File: config.mk
export PLATFORM = sky130hd
export DESIGN_NAME = hi_lo_register_unit
export DESIGN_NICKNAME = d
export VERILOG_FILES = /design/src/rtl/hi_lo_register_unit.sv
export SDC_FILE = /design/constraint.sdc
export NUM_CORES = 1
export LEC_CHECK = 0
export BUFFER_PORTS_ARGS = -buffer_cell sky130_fd_sc_hd__buf_2
export CAP_MARGIN = 20
export CORE_MARGIN = 2
export CORE_UTILIZATION = 40
export DETAILED_ROUTE_END_ITERATION = 10
export SETUP_SLACK_MARGIN = 0.1
export SLEW_MARGIN = 20
export SYNTH_ARGS = -nofsm -noshare
export SYNTH_HDL_FRONTEND = slang
export SYNTH_SLANG_ARGS = --single-unit
File: constraint.sdc
create_clock -name Clk -period 6.1 [get_ports Clk]
set_input_delay 0.915 -clock Clk [delete_from_list [all_inputs] [get_ports Clk]]
set_output_delay 0.915 -clock Clk [all_outputs]
set_load 0.02 [all_outputs]
File: src/rtl/hi_lo_register_unit.sv
// HI/LO architectural register pair: MULT write-back, multi-cycle MADD/MSUB accumulate,
// MTHI/MTLO writes and registered MFHI/MFLO reads with a one-cycle valid pulse.
//
// state | meaning
// IDLE  | accepting ops from the pipeline
// ACC   | accumulate pending, Stall high, counter running down to commit
module hi_lo_register_unit #(
    parameter int DATA_WIDTH = 32,
    parameter int ACC_CYCLES = 1
) (
    input  logic                    Clk,
    input  logic                    Reset,
    input  logic                    OpValid,
    input  logic [2:0]              Op,
    input  logic [2*DATA_WIDTH-1:0] ALUResult,
    input  logic [DATA_WIDTH-1:0]   RsData,
    output logic                    Stall,
    output logic [DATA_WIDTH-1:0]   ReadData,
    output logic                    ReadValid,
    output logic [DATA_WIDTH-1:0]   HI,
    output logic [DATA_WIDTH-1:0]   LO
);

    localparam logic [0:0] IDLE = 1'b0;
    localparam logic [0:0] ACC  = 1'b1;

    localparam logic [2:0] OP_MULT = 3'b001;
    localparam logic [2:0] OP_MADD = 3'b010;
    localparam logic [2:0] OP_MSUB = 3'b011;
    localparam logic [2:0] OP_MTHI = 3'b100;
    localparam logic [2:0] OP_MTLO = 3'b101;
    localparam logic [2:0] OP_MFHI = 3'b110;
    localparam logic [2:0] OP_MFLO = 3'b111;

    // ACC_CYCLES is limited to 1..15, so four bits always hold the reload value
    localparam logic [3:0] CNT_INIT = 4'(ACC_CYCLES - 1);

    logic [0:0]              state;
    logic [3:0]              count;
    logic                    acc_sub;
    logic [2*DATA_WIDTH-1:0] product;
    logic [2*DATA_WIDTH-1:0] hi_lo;
    logic [2*DATA_WIDTH-1:0] acc_result;

    assign hi_lo      = {HI, LO};
    assign acc_result = acc_sub ? (hi_lo - product) : (hi_lo + product);
    assign Stall      = (state == ACC);

    always_ff @(posedge Clk or posedge Reset) begin
        if (Reset) begin
            state     <= IDLE;
            count     <= '0;
            acc_sub   <= 1'b0;
            product   <= '0;
            HI        <= '0;
            LO        <= '0;
            ReadData  <= '0;
            ReadValid <= 1'b0;
        end else begin
            ReadValid <= 1'b0;
            case (state)
                IDLE: begin
                    // Op is only examined when OpValid is set, so an undriven Op is harmless
                    if (OpValid) begin
                        case (Op)
                            OP_MULT: {HI, LO} <= ALUResult;
                            OP_MADD, OP_MSUB: begin
                                product <= ALUResult;
                                acc_sub <= (Op == OP_MSUB);
                                count   <= CNT_INIT;
                                state   <= ACC;
                            end
                            OP_MTHI: HI <= RsData;
                            OP_MTLO: LO <= RsData;
                            OP_MFHI: begin
                                ReadData  <= HI;
                                ReadValid <= 1'b1;
                            end
                            OP_MFLO: begin
                                ReadData  <= LO;
                                ReadValid <= 1'b1;
                            end
                            default: ;
                        endcase
                    end
                end
                ACC: begin
                    if (count != 4'd0) begin
                        count <= count - 4'd1;
                    end else begin
                        {HI, LO} <= acc_result;
                        state    <= IDLE;
                    end
                end
                default: state <= IDLE;
            endcase
        end
    end

endmodule
* Word level (Yosys, flattened, before mapping)
Cells that the tools add are included.
** Storage, ports and cells
- Register bits after elaboration :: 167
- Logic and storage cells :: 55
** Cells by class
- $add $sub $neg :: 3
- Equal/unequal tests :: 13
- Multiplexer cells :: 21
- Bitwise operators :: 1
- Reductions and logical operators :: 9
** Operators by type and width (count)
- 32-bit case mux with 2 select lines :: 5
- 32-bit 2-to-1 mux :: 4
- 64-bit adder :: 1
- 64-bit 2-to-1 mux :: 1
- 64-bit subtractor :: 1
- 3-bit AND reduction :: 5
- 3-bit == test (second input constant) :: 4
- 4-bit 2-to-1 mux :: 3
- 4-bit case mux with 2 select lines :: 1
- 3-bit by 2-bit == test with 1-bit output (second input constant) :: 2
- 1-bit 2-to-1 mux :: 6
- 3-bit by 1-bit != test with 1-bit output (second input constant) :: 2
- 2-bit by 1-bit != test with 1-bit output (second input constant) :: 2
- 2-bit != test (second input constant) :: 2
- 4-bit nonzero test :: 1
- 2-bit OR reduction :: 2
- 4-bit by 1-bit subtractor with 4-bit output (second input constant) :: 1
- 3-bit by 1-bit == test with 1-bit output (second input constant) :: 1
- 1-bit case mux with 2 select lines :: 1
- 2-bit nonzero test :: 1
- 1-bit inverter :: 1

* Logic depth before layout (Yosys ltp)
- Word-level depth :: 5
- Gate-level depth with buffers :: 20

* Worst setup path before layout
Ideal clock, no wire load.
- Path kind :: reg2reg
- Start point :: reg product[16]
- End point :: reg HI[30]
- Library setup time :: 137 ps
- Data arrival time :: 4318 ps
- Data required time :: 5963 ps
- Setup slack :: 1645 ps
- Cell stages (with the launch flop) :: 19
- Buffers on the path :: 1
- Cells stage by stage :: dfrtp_1 > or4_4 > or3_4 > nor2_1 > and3b_1 > and2_1 > a21oi_1 > xnor2_1 > ha_1 > clkbuf_1 > nand4_1 > and3_1 > a21o_1 > o41ai_1 > a21boi_1 > a21oi_1 > o41ai_1 > xnor2_1 > a21oi_1
** Between the ends
- Longest elaborated chain between the ends :: 4
- Elaborated cells between the ends (all ways) :: 5
** RTL lines
- from (decl) :: line 41 : logic [2*DATA_WIDTH-1:0] product;
- from (signal assigned) :: line 68 : product <= ALUResult;
- 64-bit adder / 64-bit subtractor (equally long branches) :: line 46 : assign acc_result = acc_sub ? (hi_lo - product) : (hi_lo + product);
- 64-bit 2-to-1 mux * :: line 46
- 32-bit 2-to-1 mux * :: line 88 : if (count != 4'd0) begin
- 32-bit case mux with 2 select lines * :: line 61 : case (state)
- to (signal assigned) :: line 66 : OP_MULT: {HI, LO} <= ALUResult;
- to (signal assigned) :: line 73 : OP_MTHI: HI <= RsData;
- to (signal assigned) :: line 91 : {HI, LO} <= acc_result;
- to (decl) :: line 20 : output logic [DATA_WIDTH-1:0] HI,
Every way passes the cells marked *; elsewhere a longest branch is shown, timed or not. The select of a mux whose other input is x is not followed.
A chain may end at the register's enable or synchronous reset.

* Worst setup path after layout
- Start point :: reg product[2]
- End point :: reg HI[30]
Same word-level chain as after synthesis.

==> run_results.csv <==
group,metric,value,unit
routing,drc,0,
power,vdd_ir_drop_max,0.236,mV
min_path,hp-class,"register to register",
global_route,grt_pass1_wl,67200,um
setup_path,r2r-end,"HI[30]$_DFFE_PP0P_",
die,ios,200,
routing,routed_wirelength,43200,um
routing,vias_per_cell,5.65,
routing,dr.pass1.iters,6,
power,cellLeakagePower,6.70,nW
cts,post_cts_buffers,0,
setup_path,required,6.42,ns
cts,clock_latency,0.46,ns
cts,path_clk_slew,0.07,ns
min_path,min_from,"ReadData[10]$_DFFE_PP0P_",
setup_path,worstPathArrival,5.68,ns
global_route,grtUsageMet2,42.7,%
sta,hold_ws,0.475,ns
cts,clockRootBuffer,"clkbuf_16",
yosys,avgSynthCellArea,8.53,sq um
cells_and_area,multi_input_area,7960,sq um
die,core,30700,sq um
outcome,outcome,"complete, no violations",
sta,relSlewSlack,36.9,%
cts,cts_htree_levels,4,
setup_path,endpoint_kind,"register",
yosys,ys_ff_latch,167,
setup_path,r2r-start,"product[2]$_DFFE_PP0P_",
global_route,grt-ovfl-total,0,
global_route,grt_pass1_vias,11222,
yosys,netlist_instances,1473,
routing,final_antenna_net_count,0,
yosys,ys_types,73,
power,p_comb_share,60.5,%
cells_and_area,area_growth,15.8,%
yosys,synthArstFlopShare,100,%
power,switching_power,3.70,mW
cts,cts_buffers,17,
power,p_int,3.86,mW
die,die_w,181,um
sta,hold_viol,0,
sta,rsz0062_at_grt,"false",
place,port_buffers,199,
cells_and_area,antenna_cells,0,
die,rows,64,
place,gp_congestion,0.944,
power,power_frac_clock,15.3,%
sta,setup_viol,0,
yosys,synth_nets,1642,
yosys,yosysSeqAreaShare,33.3,%
cts,cts_resized,0,
cts,hold_buffers,0,
global_route,track_usage,26.6,%
yosys,synth_area,12600,sq um
cts,clock_sinks,167,
sta,finalCritPeriodShare,87.8,%
job,drv_cap,0,
sta,timing.setup.tns,0,ns
sta,min_period,5.35,ns
cells_and_area,drive_gt1_share,20.4,%
global_route,grtUsageMet3,3.95,%
routing,drtIter0Drc,1004,
die,die-area,32800,sq um
sta,worstMarginPinSlew,0.946,ns
routing,vias,11522,
min_path,min_delay_worst_endpoint,"ReadData[10]$_DFFE_PP0P_",
yosys,yosys_warnings,0,
die,initial_utilization,40.8,%
sta,skew,0.0161,ns
cells_and_area,area.sequential,4180,sq um
yosys,synth_edf_count,0,
cts,cts_tree,"built",
yosys,ys.flop_type,"dfrtp_1",
die,fp.dieH,181,um
global_route,grt_max_degree,95,
setup_path,worstSetupPathType,"register to register",
routing,avgRoutedWirePerCell,21.2,um
cts,clock_path_buffers,2,
setup_path,r2r_slack,0.75,ns
power,power_switching_share,48.9,%
global_route,antenna_found_initial,0,
power,power_frac_seq,24.2,%
cells_and_area,fillers,3068,
power,power,7.56,mW
place,dpl.hpwl,32700,um
power,p_per_area,520,nW/um^2
cells_and_area,final_nets,1802,
setup_path,r2r_cells,18,
setup_path,worstPathMaxFanout,8,
min_path,hold_depth,2,
setup_path,critPathLaunchType,"register",
sta,max_freq,187,MHz
global_route,use_met1,37.6,%
global_route,grt_busiest_layer,"met2",
sta,slew_viol_final,0,
[worst max-delay path by stage]
stage	start	endpoint	slack (ns)	depth (start not counted)
after floorplan	Reset	HI[0]$_DFFE_PP0P_	0.67	1
after CTS	product[6]$_DFFE_PP0P_	HI[30]$_DFFE_PP0P_	0.77	16
after global routing	product[6]$_DFFE_PP0P_	HI[30]$_DFFE_PP0P_	0.33	16
final	product[2]$_DFFE_PP0P_	HI[30]$_DFFE_PP0P_	0.75	18
after global placement	product[2]$_DFFE_PP0P_	HI[30]$_DFFE_PP0P_	0.84	18
after detailed placement	product[6]$_DFFE_PP0P_	HI[30]$_DFFE_PP0P_	0.78	16
[state kept, by name (all words and copies together), names as in the netlist]
| signal | cells |
|---|---|
| product | 64 |
| HI | 32 |
| LO | 32 |
| ReadData | 32 |
| count | 4 |
| ReadValid | 1 |
| Stall | 1 |
| acc_sub | 1 |
[final cells by class]
cell class	instances	area share, %
repair buffers	221	7.99
multi-input cells	1189	54.7
well taps	396	3.41
inverters	37	0.990
clock inverters	14	1.18
clock buffers	17	2.93
flip-flops and latches	167	28.8
[power by group through the flow]
stage          Sequential [mW]  Clock (mW)  Combinational [mW]
2_1_floorplan             1.98           0                3.01
3_3_place_gp              1.84           0                4.51
3_5_place_dp              1.85           0                4.51
4_1_cts                   1.83        1.18                4.54
5_1_grt                   1.88        1.23                5.03
6_report                  1.83        1.16                4.57
[Yosys cell counts, types with 4 or more instances]
cell type	n	area share [%]
mux2_2	57	5.1
o22ai_1	24	1.2
nor2_1	138	4.1
and2_1	6	0.30
a31oi_1	19	0.95
and3_1	8	0.40
nor3_1	30	1.2
nand3_1	12	0.48
inv_1	36	1.1
nand2b_1	8	0.40
o31ai_1	4	0.24
dfrtp_1	167	33
a21oi_1	192	7.7
or3_1	12	0.60
xnor2_1	97	6.8
or4_1	4	0.24
buf_1	12	0.36
o21a_1	4	0.24
ha_1	66	6.6
nand4_1	14	0.70
xor2_1	24	1.7
nand2_1	145	4.3
o21ai_0	108	4.3
o211ai_1	7	0.42
mux2i_1	95	7.6
nor2b_1	6	0.30
clkbuf_1	67	2.0
a211oi_1	5	0.30
a21o_1	24	1.4
o21bai_1	15	0.90
or2_2	4	0.20
nor4_1	7	0.35
[critical path: stages (launching register included)]
cell	delay (ns)
dfrtp_1	0.44
nor4_1	0.30
buf_4	0.19
nand2_1	0.07
or3_1	0.61
nor2_1	0.30
a31oi_1	0.13
xnor2_1	0.15
ha_1	0.39
nand2_1	0.14
o21ai_0	0.37
a21oi_1	0.15
nor3_1	0.21
a21oi_1	0.20
a21boi_1	0.56
a21oi_1	0.28
o41ai_1	0.47
xnor2_1	0.16
a21oi_1	0.08
[stage by stage]
stage | util [%] | setup slack [ns] | instances | cell area, sq um
global placement | 45.3 | 0.844 | 2010 | 13900
detailed placement | 45.3 | 0.781 | 2010 | 13900
floorplan | - | 0.667 | 1473 | 12600
finish | 47.3 | 0.745 | 2041 | 14500
global route | 47.3 | 0.333 | 2041 | 14500
CTS | 47.3 | 0.770 | 2041 | 14500
[kinds of logic after synthesis]
kind of cell	Yosys count	synth area share [%]
AO/OA/AOI/OAI	431	19.7
XOR/XNOR	122	8.57
adder cells (fa/ha/maj)	67	6.73
buffers and inverters	117	3.56
flip-flops	167	33.3
multiplexers	152	12.7
AND/OR/NAND/NOR	417	15.5
[cell usage in the layout (no fill, tap or decap), types with 7 or more instances in the layout]
cell type and instances:
a21o_1 24, a21oi_1 191, a31oi_1 19, and3_1 8, buf_2 199, buf_4 22
clkbuf_16 17, dfrtp_1 165, ha_1 66, inv_1 35, mux2_2 57, mux2i_1 95
nand2_1 143, nand2b_1 8, nand3_1 11, nand4_1 14, nor2_1 138, nor3_1 30
nor4_1 7, o211ai_1 7, o21ai_0 108, o21bai_1 15, o22ai_1 24, or3_1 12
xnor2_1 97, xor2_1 24
[layer usage]
layer	vias up	wire length (um)
met2	344	19900
li1	5599	-
met3	32	2210
met5	-	0
met1	5547	20500
met4	0	573
Note: power is estimated with default switching activity, not from simulation.
